### src/rtl/uart_bus_arbiter.sv
// Two-port arbiter in front of the UART register file: round-robin grant, one-cycle
// UART access, one-cycle response, with an optional bounded lock for back-to-back accesses.
module uart_bus_arbiter #(
    parameter int MAX_LOCK = 4,
    parameter int ADDR_W   = 4,
    parameter int DATA_W   = 32
) (
    input  logic              clock,
    input  logic              reset,
    input  logic              req0,
    input  logic              req1,
    input  logic              lock0,
    input  logic              lock1,
    input  logic              we0,
    input  logic              we1,
    input  logic [ADDR_W-1:0] addr0,
    input  logic [ADDR_W-1:0] addr1,
    input  logic [DATA_W-1:0] wdata0,
    input  logic [DATA_W-1:0] wdata1,
    output logic              gnt0,
    output logic              gnt1,
    output logic              rvalid0,
    output logic              rvalid1,
    output logic [DATA_W-1:0] rdata,
    output logic              uart_sel,
    output logic              uart_wr_enable,
    output logic [ADDR_W-1:0] uart_addr,
    output logic [DATA_W-1:0] wdata_mem,
    input  logic [DATA_W-1:0] uart_data,
    output logic              busy
);

    typedef enum logic [1:0] {IDLE, ACCESS, RESP} state_t;

    localparam logic [3:0] MAX_LOCK_C = 4'(MAX_LOCK);

    state_t              state_q;
    logic                rr_ptr_q;
    logic                owner_q;
    logic                we_q;
    logic                lock_q;
    logic [ADDR_W-1:0]   addr_q;
    logic [DATA_W-1:0]   wdata_q;
    logic [DATA_W-1:0]   rdata_q;
    logic [3:0]          burst_cnt_q;

    logic [1:0]          req_v;
    logic [1:0]          lock_v;
    logic [1:0]          we_v;
    logic [ADDR_W-1:0]   addr_v  [2];
    logic [DATA_W-1:0]   wdata_v [2];
    logic [1:0]          idle_gnt;
    logic [1:0]          gnt_v;
    logic [1:0]          rvalid_v;
    logic                cont;
    logic                sel;
    logic                gnt_any;

    assign req_v      = {req1, req0};
    assign lock_v     = {lock1, lock0};
    assign we_v       = {we1, we0};
    assign addr_v[0]  = addr0;
    assign addr_v[1]  = addr1;
    assign wdata_v[0] = wdata0;
    assign wdata_v[1] = wdata1;

    // Locked continuation keeps the bus only while the owner still asks and the burst has room.
    assign cont = lock_q & req_v[owner_q] & (burst_cnt_q < MAX_LOCK_C);

    genvar gi;
    generate
        for (gi = 0; gi < 2; gi++) begin : g_port
            assign idle_gnt[gi] = req_v[gi] & (~req_v[1-gi] | (rr_ptr_q == 1'(gi)));
            assign gnt_v[gi]    = reset & (((state_q == IDLE) & idle_gnt[gi]) |
                                           ((state_q == RESP) & cont & (owner_q == 1'(gi))));
            assign rvalid_v[gi] = reset & (state_q == RESP) & (owner_q == 1'(gi));
        end
    endgenerate

    assign sel     = (state_q == IDLE) ? idle_gnt[1] : owner_q;
    assign gnt_any = |gnt_v;

    always_ff @(posedge clock) begin
        if (!reset) begin
            state_q     <= IDLE;
            rr_ptr_q    <= 1'b0;
            owner_q     <= 1'b0;
            we_q        <= 1'b0;
            lock_q      <= 1'b0;
            addr_q      <= '0;
            wdata_q     <= '0;
            rdata_q     <= '0;
            burst_cnt_q <= '0;
        end else begin
            if (gnt_any) begin
                owner_q <= sel;
                we_q    <= we_v[sel];
                lock_q  <= lock_v[sel];
                addr_q  <= addr_v[sel];
                wdata_q <= wdata_v[sel];
            end
            case (state_q)
                IDLE: begin
                    if (gnt_any) begin
                        rr_ptr_q    <= ~sel;
                        burst_cnt_q <= 4'd1;
                        state_q     <= ACCESS;
                    end
                end
                ACCESS: begin
                    if (!we_q) begin
                        rdata_q <= uart_data;
                    end
                    state_q <= RESP;
                end
                RESP: begin
                    if (cont) begin
                        burst_cnt_q <= burst_cnt_q + 4'd1;
                        state_q     <= ACCESS;
                    end else begin
                        burst_cnt_q <= '0;
                        state_q     <= IDLE;
                    end
                end
                default: state_q <= IDLE;
            endcase
        end
    end

    assign gnt0           = gnt_v[0];
    assign gnt1           = gnt_v[1];
    assign rvalid0        = rvalid_v[0];
    assign rvalid1        = rvalid_v[1];
    assign rdata          = rdata_q;
    // Strobes are masked while reset is low so an aborted write never reaches the UART.
    assign uart_sel       = reset & (state_q == ACCESS);
    assign uart_wr_enable = uart_sel & we_q;
    assign uart_addr      = addr_q;
    assign wdata_mem      = wdata_q;
    assign busy           = reset & (state_q != IDLE);

endmodule

### config.mk
export PLATFORM = sky130hd
export DESIGN_NAME = uart_bus_arbiter
export DESIGN_NICKNAME = d
export VERILOG_FILES = /design/src/rtl/uart_bus_arbiter.sv
export SDC_FILE = /design/constraint.sdc
export NUM_CORES = 1
export LEC_CHECK = 0
export ABC_AREA = 1
export CAP_MARGIN = 20
export CORE_MARGIN = 5
export CORE_UTILIZATION = 39
export CTS_CLUSTER_SIZE = 8
export DETAILED_ROUTE_END_ITERATION = 12
export GPL_TIMING_DRIVEN = 0
export PLACE_DENSITY = 0.8
export SLEW_MARGIN = 20
export SYNTH_ARGS = -nofsm -noshare
export SYNTH_HDL_FRONTEND = slang
export SYNTH_SLANG_ARGS = --single-unit
### constraint.sdc
create_clock -name clock -period 2 [get_ports clock]
set_input_delay 0.2 -clock clock [delete_from_list [all_inputs] [get_ports clock]]
set_output_delay 0.2 -clock clock [all_outputs]
set_load 0.03 [all_outputs]
==> results of run 1 <==
-- layer usage --
layer / wire [um] / vias to the layer above / GRT usage, %
met2: 5250 / 174 / 34.6
li1: - / 1981 / -
met5: 0 / - / 0
met4: 193 / 0 / 6.75
met3: 1210 / 14 / 10.2
met1: 4590 / 1687 / 23.5
-- synth_stat cells (all sizes together) --
library cell | n | share of area (%)
nand2 | 91 | 10
a21oi | 36 | 5.2
nor4 | 1 | 0.18
inv | 46 | 5.0
nand3 | 36 | 5.4
ha | 1 | 0.36
clkbuf | 18 | 2.0
buf | 15 | 3.1
nor2 | 86 | 10
dfxtp | 78 | 45
clkinv | 2 | 0.22
nor3 | 5 | 0.73
nand4 | 3 | 0.55
o21ai | 78 | 11
-- repair_timing --
action                     CTS  global route
resized for setup           28             9
hold buffers                 0             0
setup endpoints to repair    7            10
-- cell type report --
class,instances,area (um^2),area share (%)
Buffer,33,176,3.12
Clock buffer,11,151,2.68
Clock inverter,5,56.3,0.997
Inverter,48,181,3.21
Multi-Input combinational cell,337,1530,27.1
Sequential cell,78,1560,27.7
Tap cell,108,135,2.39
Timing Repair Buffer,186,1850,32.8
-- through the flow --
step / setup TNS, ns / worst slack, ns
2_1_floorplan: 0 / 0.133
3_3_place_gp: -2.39 / -0.530
3_5_place_dp: -2.50 / -0.573
4_1_cts: 0 / 0.0623
5_1_grt: 0 / 0.00358
6_report: 0 / 0.194
-- path summary, 6_finish.rpt --
path | endpoint | slack, ns | cells after the start
setup / recovery | uart_addr[1] | 0.19 | 7
hold reg to reg | burst_cnt_q[3] | 0.45 | 2
hold / removal | burst_cnt_q[3] | 0.42 | 3
setup reg to reg | uart_addr[1] | 0.19 | 7
-- report_power, final --
| group | switching, W | internal (W) | total (W) | leakage (nW) |
|---|---|---|---|---|
| logic | 0.000833 | 0.000637 | 0.00147 | 1.58 |
| registers | 0.0000892 | 0.00172 | 0.00180 | 0.640 |
| clock network | 0.000566 | 0.000645 | 0.00121 | 0.106 |
-- cell families (layout without fill, tap and decap cells) --
kind of cell / count (synthesis) / after routing / synth area share, %
DFF: 78 / 78 / 45.4
and+or+nand+nor: 222 / 222 / 27.3
adders and majority gates: 1 / 1 / 0.364
AOI/OAI and AO/OA: 114 / 114 / 16.7
buffers and inverters: 81 / 283 / 10.3
-- sequential cells by signal, indices dropped and copies added (netlist names) --
register,flops
wdata_mem,32
rdata,32
lock_q,1
rr_ptr_q,1
uart_addr,4
state_q,2
we_q,1
owner_q,1
burst_cnt_q,4
-- worst min-delay path, stage by stage --
cell	delay, ns
sky130_fd_sc_hd__dlygate4sd2_1	0.32
sky130_fd_sc_hd__clkinv_2	0.13
sky130_fd_sc_hd__nor3_1	0.06
==> summary by stage, run 1 <==
Setup path
The worst setup path is of the reg2reg kind. The family with the most delay on the worst path is buffers and inverters. Along the worst path, the maximum fanout reaches 10. The critical path contains buffers and inverters numbering 2 combined. On the worst path, the slowest cell contributes a delay of around 0.46 ns. STA classifies the critical path endpoint as a register. Data arrives at the worst endpoint at 2.07 ns. The first element of the critical path is owner_q.

STA classifies the critical path startpoint as a register. For this design, the slowest cell found on the critical path is sky130_fd_sc_hd__clkbuf_1. The data required time of the critical path is between 2 and 2.5 ns. The signal on the critical path passes through inv_1 -> o21ai_2 -> clkbuf_1 -> nand2_1 -> o21ai_0 -> nor2_2 -> nor2_1.

In this run the critical register-to-register path is launched from owner_q.

Layout
The filler cells instantiated in the layout total between 700 and 800. Leaving out fill and tap cells, the most frequent cell in the layout is sky130_fd_sc_hd__clkdlybuf4s50_1. In the layout the commonest cells are sky130_fd_sc_hd__clkdlybuf4s50_1, sky130_fd_sc_hd__nand2_1, sky130_fd_sc_hd__o21ai_0, sky130_fd_sc_hd__dfxtp_1, sky130_fd_sc_hd__nor2_1.

The growth of design area from synthesis to finish is 64.2%. 0 antenna diodes ended up in the layout. The finished cells cover 5650 um^2.

After the flow finishes, the layout carries non-filler instances totaling 806. The end-of-flow core utilization is 65.4%. The layout cell share with drive strength beyond 1 is 8.17%. The number of nets in the final layout is 806.

Logic synthesis
In this run, synthesis produced a sequential element count of 78. Synthesis handed over a netlist of between 400 and 500 instances. The synthesized cell area is between 3000 and 4000 um^2. Sequential cells were found to cover between 40 and 50% of the synthesized design area.

The average instance in the mapped netlist occupies 6.93 um^2. The distinct cell type count after synthesis is 22. The synthesis warning total is 0. The number of nets handed over by synthesis was about 610.

Timing
Hold timing on the final database bottoms out at a slack of 0.417 ns. The final hold violation count is 0. Setup repair after global routing left no endpoint under its margin. Headroom to the max-slew limit came out at 64.5%. Counting I/O delays and the setup requirement, the final critical path takes 1.81 ns. The transition time at the pin with the least slew margin is roughly 0.53 ns. The total of endpoints with negative setup slack in the final report is 0. The count of pins over their slew limit is 0. The period utilization is around nine tenths. The worst clock skew is 0.00926 ns. The highest clock rate is between 500 and 600 MHz.

Floorplanning
The count of boundary I/O pins is 187. The total number of placement rows is 34. The starting density of the core is 39.8%. The die covers 10800 um^2. The die is 104 um wide. The core area is 8640 um^2.

From bottom edge to top edge, the die measures about 100 um.

Min path
The path category of the worst min-delay check is in2reg. The hold path startpoint is reset.

Power
The power consumption is 0.00449 W. In this run the power density over the cells is 795 nW/um^2. The static power due to leakage is 2.33 nW. The worst-case IR drop observed on VDD is 351 uV.

Global routing
The largest net degree at the start of global routing is 14. The first-pass GRT wire length is 18800 um. The initial antenna violation count is 0. The number of global-route vias before repair is 4014. The global router's overall resource usage is 20.9%. Summed over all layers, the global routing overflow is 0.

Flow run
The tool flagged a number of max-cap violations equal to 0.

Status
The flow ran to the end, and the final reports show no timing, DRC or antenna violations.

Clock network
Once the clock tree was built, the setup fixing pass inserted 0 buffers. The later-pin clock latency in the skew report is 0.33 ns. The clock tree from TritonCTS is done.

The clock root buffer is sky130_fd_sc_hd__clkbuf_8. The deepest level of the CTS H-tree is 3. The clock-pin slew reported for the worst setup and hold paths after clock tree synthesis is around 0.080 ns. In this run, CTS created clock tree buffers numbering 9. The maximum count of clock buffers along a single path is 2. The tree built by TritonCTS fans out to 78 sinks.

Route
The final antenna-violating net count is 0. Dividing the detail-routed wire length by the instance count gives 14.0 um. In the routed design, unresolved DRC markers number 0.

The detailed-route vias per instance is 4.78. For this run, the detailed router's first-pass iteration total came to 4. The routed layout has 3856 vias. For this block, the routed nets add up to 11200 um of wire.

The DRC violation total after the first TritonRoute iteration is 104.

Place
Routability-driven placement finished with a final weighted congestion of about 0.89. The total instance count after detailed placement is 790. Detailed placement finished with a half-perimeter wire length of just under 9000 um. The placed instances occupy a cell area of 5440 um^2. During placement, the flow inserted port buffers numbering 186.
Power figures use the tool's default switching activity.
==> run 2: changes to the inputs <==
==> constraint.sdc (replaced) <==
create_clock -name clock -period 1.9 [get_ports clock]
set_input_delay 0.19 -clock clock [delete_from_list [all_inputs] [get_ports clock]]
set_output_delay 0.19 -clock clock [all_outputs]
set_load 0.03 [all_outputs]
==> summary by stage, run 2 (synthesized netlist as in run 1, its figures left out) <==
Route
The detailed-route via count is 3864 (+0.21%). The number of iterations in the first detailed-routing pass is 4 (unchanged). The final wirelength is 11200 um (-0.18%). The average routed wire per standard cell is 13.9 um (-0.18%). The DRC violation count after routing is 0 (unchanged). The detailed-route vias per instance is 4.79 (+0.21%). The DRC violation total after the first TritonRoute iteration came to 108 (+3.8%). The final antenna-violating net count is 0 (unchanged).

Timing
The transition time at the pin with the least slew margin is 0.469 ns (-0.0627 ns). The total of endpoints with negative setup slack in the final report is 0 (unchanged). The setup slack of the critical path after layout came to 0.144 ns (-0.0499 ns). The post-route worst hold slack is 0.398 ns (-0.0193 ns). The worst clock skew is 0.00900 ns (-0.000255 ns). The final hold violation count was 0 (unchanged). Of the available clock period, the critical path in the final layout requires 92.4%. The final total negative setup slack was 0 ns (unchanged). The count of pins over their slew limit is 0 (unchanged). Counting I/O delays and the setup requirement, the final critical path takes 1.76 ns.

The relative slew slack is 68.7% (+4.2 points). For this run, the top clock speed supported by timing is between 500 and 600 MHz. Setup repair after global routing left no endpoint under its margin.

Min path
The number of cells traversed by the worst hold path is 3 (unchanged). The tightest min-delay check is of the in2reg type. The hold path startpoint is reset. The worst hold path terminates at burst_cnt_q[3].

Floorplanning
The area of the die came to 10800 um^2 (unchanged). The core area is 8640 um^2 (unchanged). The count of boundary I/O pins is 187 (unchanged). The die extent in x is 104 um (unchanged). The starting density of the core came to 39.8% (unchanged). The floorplan die height is 104 um (unchanged). The total number of placement rows is 34 (unchanged).

Setup path
The biggest fanout along the worst timing path is 6 (-4). The number of cells on the worst reg-to-reg path came to 12 (+5). The worst register-to-register path ends at wdata_mem[30]. The first element of the critical path is owner_q. The data arrival time at the worst-slack endpoint came to 1.57 ns (-0.50 ns).

The kind of end point of the critical path is a primary output. The origin of the critical flop-to-flop path is owner_q. The critical path class is reg2out. STA classifies the critical path startpoint as a register.

The data required time of the critical path is 1.71 ns (-0.55 ns). The minimum setup slack among reg-to-reg paths is 0.18 ns (about the same).

Global routing
The global router's overall resource usage came to 20.9% (unchanged). The number of global-route vias before repair is 4014 (unchanged). The largest net degree at the start of global routing is 14 (unchanged).

The aggregate global routing overflow is 0 (unchanged). The first-pass GRT wire length is 18800 um (unchanged). The initial antenna violation count is 0 (unchanged).

Place
The detailed-placement wirelength estimate is 8910 um (unchanged). The total instance count after detailed placement is 790 (unchanged). The placer congestion estimate came to 0.886 (unchanged). The placed cell area is 5440 um^2 (unchanged). The number of I/O port buffers is 186 (unchanged).

The worst setup slack after placement is -0.653 ns (-0.0800 ns).

Clock network
The number of hold-repair buffers added at the cts stage is 0 (unchanged). The number of clock buffers inserted by TritonCTS is 9 (unchanged). TritonCTS built the clock tree.

The clock-pin slew reported for the worst setup and hold paths after clock tree synthesis came to 0.08 ns (about the same). The later-pin clock latency in the skew report came to 0.34 ns (about the same). The maximum count of clock buffers along a single path was 2 (unchanged).

The total number of clock tree sinks came to 78 (unchanged). The deepest level of the CTS H-tree is 3 (unchanged). The tree is rooted in a sky130_fd_sc_hd__clkbuf_8.

Layout
The final non-filler cell total came to 806 (unchanged). Relative to the synthesized area, the layout overhead comes to 64.5%. The post-route cell area is 5660 um^2 (+0.18%). The number of nets in the final layout is 806 (unchanged). Leaving out fill and tap cells, the most frequent cells in the layout are sky130_fd_sc_hd__clkdlybuf4s50_1, sky130_fd_sc_hd__nand2_1, sky130_fd_sc_hd__o21ai_0, sky130_fd_sc_hd__dfxtp_1, sky130_fd_sc_hd__nor2_1. The layout cell share with drive strength beyond 1 was 8.88% (+0.72 points). The antenna cell count came to 0 (unchanged). The leading cell type in the layout, fill and taps excluded is sky130_fd_sc_hd__clkdlybuf4s50_1.

Power
The maximum vdd drop was 370 uV (+5.4%). The power per cell area came to 837 nW/um^2 (+5.3%). The static power due to leakage came to 2.33 nW (+0.26%).

Flow run
The number of violations of the max-capacitance limit is 0 (unchanged).

Status
The flow ran to the end, and the final reports show no timing, DRC or antenna violations.
## run 2: metrics by stage
stage / total power [W] / util (%)
4_1_cts: 0.00478 / 65.4
2_1_floorplan: 0.00277 / -
3_5_place_dp: 0.00349 / 62.9
3_3_place_gp: 0.00346 / 62.9
6_report: 0.00473 / 65.5
5_1_grt: 0.00502 / 65.5
## run 2: worst max path at each step
stage / endpoint / slack [ns] / cells past startpoint
3_5_place_dp: rvalid0 / -0.65 / 5
5_1_grt: gnt1 / 0.008 / 8
2_1_floorplan: uart_wr_enable / 0.04 / 3
3_3_place_gp: rvalid0 / -0.61 / 5
6_report: gnt0 / 0.14 / 8
4_1_cts: gnt1 / 0.0007 / 8
## run 2: power by group
part	switching, W	internal [W]
Sequential	0.0000951	0.00181
Combinational	0.000878	0.000673
Clock	0.000603	0.000679
Total	0.00158	0.00316
## run 2: final cells by class
type	count	area, um^2
clock inverters	5	56.3
fillers	768	2980
multi-input cells	337	1540
clock buffers	11	151
plain buffers	33	178
repair buffers	186	1850
flip-flops and latches	78	1560
inverters	48	181
well taps	108	135
## run 2: worst max-delay path, cell delays in order (launching register included)
cell	delay, ns
sky130_fd_sc_hd__dfxtp_1	0.45
sky130_fd_sc_hd__inv_2	0.11
sky130_fd_sc_hd__nand2_1	0.08
sky130_fd_sc_hd__nand2_1	0.07
sky130_fd_sc_hd__nand4_1	0.09
sky130_fd_sc_hd__nand2_1	0.07
sky130_fd_sc_hd__nand2_2	0.12
sky130_fd_sc_hd__inv_1	0.06
sky130_fd_sc_hd__clkbuf_4	0.18
## run 2: per-layer routing
metal / track usage [%] / vias to the layer above / wire length (um)
met2: 34.6 / 172 / 5200
met1: 23.5 / 1693 / 4570
met4: 6.75 / 0 / 223
li1: - / 1981 / -
met5: 0 / - / 0
met3: 10.2 / 18 / 1230
## run 2: timing repair
item                       4_1_cts  5_1_grt
setup buffers                    0        0
setup endpoints to repair        7       17
resized for setup               30       17
==> run 3: changes to the inputs <==
--- a/config.mk
+++ b/config.mk
@@ -7,12 +7,12 @@
 export LEC_CHECK = 0
 export ABC_AREA = 1
 export CAP_MARGIN = 20
-export CORE_MARGIN = 5
-export CORE_UTILIZATION = 39
+export CORE_UTILIZATION = 61
 export CTS_CLUSTER_SIZE = 8
 export DETAILED_ROUTE_END_ITERATION = 12
+export DONT_BUFFER_PORTS = 1
 export GPL_TIMING_DRIVEN = 0
-export PLACE_DENSITY = 0.8
+export PLACE_DENSITY = 0.77
 export SLEW_MARGIN = 20
 export SYNTH_ARGS = -nofsm -noshare
 export SYNTH_HDL_FRONTEND = slang
==> summary by stage, run 3 (synthesized netlist as in run 1, its figures left out) <==
Route
The final wirelength was 8280 um (-26%). The average routed wire per standard cell is 14.2 um (+1.8%). The DRC violation total after the first TritonRoute iteration is 121 (+12%).

The detailed-route via count is 3186 (-18%). The final antenna-violating net count is 0 (unchanged). The DRC violation count after routing is 0 (unchanged). The number of iterations in the first detailed-routing pass is 4 (unchanged). The detailed-route vias per instance is 5.46 (+14%).

Global routing
The initial antenna violation count is 0 (unchanged). The met2 usage in global routing was 47.3% (+13 points). The global routing stage identified its most utilized layer as met2. The global routing usage on met3 is 10.0% (-0.18 points). The aggregate global routing overflow is 0 (unchanged). The met1 capacity usage during global routing came to 31.5% (+8.0 points). The global router's overall resource usage is 27.7% (+6.8 points). The number of global-route vias before repair was 2851 (-29%). The first-pass GRT wire length is 13000 um (-31%). The largest net degree at the start of global routing is 13 (-1).

Setup path
The minimum setup slack among reg-to-reg paths is 0.20 ns (+0.02 ns). Traced cell by cell, the critical path runs through inv_1 -> nor3_1. The biggest fanout along the worst timing path is 5 (-1). The data arrival time at the worst-slack endpoint is 1.70 ns (+0.13 ns). The count of buffering cells on the critical path with inverters included is 1 (-2). The worst setup path is captured at a primary output. The data required time of the critical path came to 1.71 ns (about the same). The cell with the biggest individual delay on the critical path is sky130_fd_sc_hd__nor3_1. The kind of cell with the highest combined delay along the critical path is simple AND/OR/NAND/NOR gates. The endpoint identified for the worst register-to-register timing path is wdata_mem[8]. The number of cells on the worst reg-to-reg path came to 7 (-5). The origin of the critical flop-to-flop path is state_q[1]. The critical path class is reg2out.

The maximum cell stage delay along the critical path is 0.82 ns (+0.37 ns). The worst setup path is launched from a register.

Timing
The count of pins over their slew limit is 0 (unchanged). The transition time at the pin with the least slew margin is 0.986 ns (+0.517 ns). The period utilization came to 99.3% (+6.9 points). The post-route worst hold slack is 0.0152 ns (-0.383 ns). The worst clock skew is 0.00875 ns (-0.000252 ns). The setup slack of the critical path after layout is 0.0137 ns (-0.130 ns).

The final total negative setup slack is 0 ns (unchanged). The highest clock rate was 530 MHz (-6.9%). Setup repair after global routing could not meet its margin everywhere. The relative slew slack is 33.8% (-35 points). The total of endpoints with negative setup slack in the final report came to 0 (unchanged).

The post-route minimum period is 1.89 ns (+0.130 ns). The final hold violation count is 0 (unchanged).

Power
The switching share of power came to 33.8% (+0.51 points). The internal power summed over all cells is 0.00281 W (-11%). The maximum vdd drop was 857 uV (+130%).

The switching power of the nets is 0.00143 W (-8.9%). The part of the total power dissipated in the clock network was 31.3% (+4.2 points). The share of total power in combinational logic was 16.4% (-16 points).

The static power due to leakage is 1.62 nW (-31%). The power per cell area is 1120 nW/um^2 (+34%). The share of total power in sequential cells is 52.3% (+12 points).

Status
The run finished with clean final reports.

Place
The detailed-placement wirelength estimate is 6100 um (-32%). The placer congestion estimate is 0.806 (-9.0%). The number of I/O port buffers is 0 (-100%). The worst setup slack after placement is 0.0584 ns (+0.712 ns).

Min path
The end point of the most critical hold path is rdata[19]. The worst hold path belongs to the class in2reg. The hold path startpoint is uart_data[19].

The number of cells traversed by the worst hold path came to 2 (-1).

Layout
The layout cell share with drive strength beyond 1 is 9.73% (+0.85 points). Leaving out fill and tap cells, the most frequent cells in the layout are sky130_fd_sc_hd__nand2_1, sky130_fd_sc_hd__o21ai_0, sky130_fd_sc_hd__dfxtp_1. The number of nets in the final layout is 622 (-23%). The leading cell type in the layout, fill and taps excluded is sky130_fd_sc_hd__nand2_1. The growth of design area from synthesis to finish is 10.0%.

The antenna cell count was 0 (unchanged).

Clock network
The total number of clock tree sinks is 78 (unchanged). The maximum count of clock buffers along a single path is 2 (unchanged). The number of clock buffers inserted by TritonCTS came to 9 (unchanged). The clock tree from TritonCTS is done. The later-pin clock latency in the skew report is 0.34 ns (about the same). The clock-pin slew reported for the worst setup and hold paths after clock tree synthesis was 0.07 ns (about the same).

The deepest level of the CTS H-tree was 3 (unchanged). The cell sitting at the root of the clock tree is a sky130_fd_sc_hd__clkbuf_8.

Floorplanning
The floorplan die height is 77.1 um (-26%). The count of boundary I/O pins is 187 (unchanged). The starting density of the core came to 65.2% (+25 points). The die extent in x is 77.1 um (-26%). The core area was 5270 um^2 (-39%).

The total number of placement rows is 26 (-24%). The area of the die is 5940 um^2 (-45%).

Flow run
The number of violations of the max-capacitance limit is 0 (unchanged).
[run 3: changes by cell type in the layout (fill, tap and decap cells not counted), sizes merged]
cell / change
bufinv: +1
dlygate4sd2: -1
clkinv: +1
dlygate4sd3: +2
clkdlybuf4s50: -178
inv: -3
clkbuf: -2
clkdlybuf4s15: -3
buf: -1
[run 3: power groups by stage]
stage	logic, W	clock network, W	registers, W
final	0.000695	0.00133	0.00222
after global routing	0.000793	0.00143	0.00224
after CTS	0.000690	0.00135	0.00222
after detailed placement	0.000683	0	0.00226
after global placement	0.000663	0	0.00225
after floorplan	0.000548	0	0.00222
[run 3: worst max path at each step]
| stage | from | to | slack, ns | cells past startpoint |
|---|---|---|---|---|
| global placement | we_q | uart_wr_enable | -0.21 | 3 |
| CTS | state_q[1] | rvalid1 | -0.09 | 2 |
| finish | owner_q | rvalid1 | 0.01 | 2 |
| global route | state_q[0] | rvalid0 | -0.08 | 3 |
| detailed placement | state_q[1] | wdata_mem[1] | 0.06 | 7 |
| floorplan | we_q | uart_wr_enable | 0.04 | 3 |
[run 3: per-layer routing]
metal / up-vias / share of wire (%) / wire length [um]
met5: - / 0 / 0
met4: 0 / 1.4 / 119
li1: 1607 / - / -
met1: 1432 / 41 / 3390
met2: 137 / 48 / 3990
met3: 10 / 9.4 / 778
[run 3: worst reg2reg max path, cell delays in order, from the launching register on]
cell	delay [ns]
sky130_fd_sc_hd__dfxtp_2	0.37
sky130_fd_sc_hd__nor2_2	0.25
sky130_fd_sc_hd__nand3_2	0.15
sky130_fd_sc_hd__o21ai_2	0.13
sky130_fd_sc_hd__clkbuf_1	0.36
sky130_fd_sc_hd__o21ai_0	0.15
sky130_fd_sc_hd__nor2_1	0.14
sky130_fd_sc_hd__nor2_1	0.06
[run 3: cell type report]
class	instances	area, um^2
sequential	78	1560
timing repair buffer	2	20.0
clock buffer	12	145
buffer	33	174
tap	70	87.6
inverter	48	184
clock inverter	4	70.1
fill	481	1490
multi-input combinational	337	1540
[run 3: what timing repair did]
action	4_1_cts	5_1_grt
endpoints found under the hold margin	0	2
resized for setup	1	5
setup buffers	0	0
hold buffers	0	2
setup endpoints to repair	3	35
pin swaps	1	0
[run 3: metrics by stage]
stage | cell area (um^2) | total power (W) | utilization, % | std cells
6_report | 3780 | 0.00424 | 71.8 | 584
5_1_grt | 3780 | 0.00446 | 71.8 | 584
4_1_cts | 3760 | 0.00426 | 71.3 | 582
3_5_place_dp | 3530 | 0.00294 | 67.0 | 566
3_3_place_gp | 3530 | 0.00292 | 66.9 | 566
2_1_floorplan | 3440 | 0.00277 | - | 496
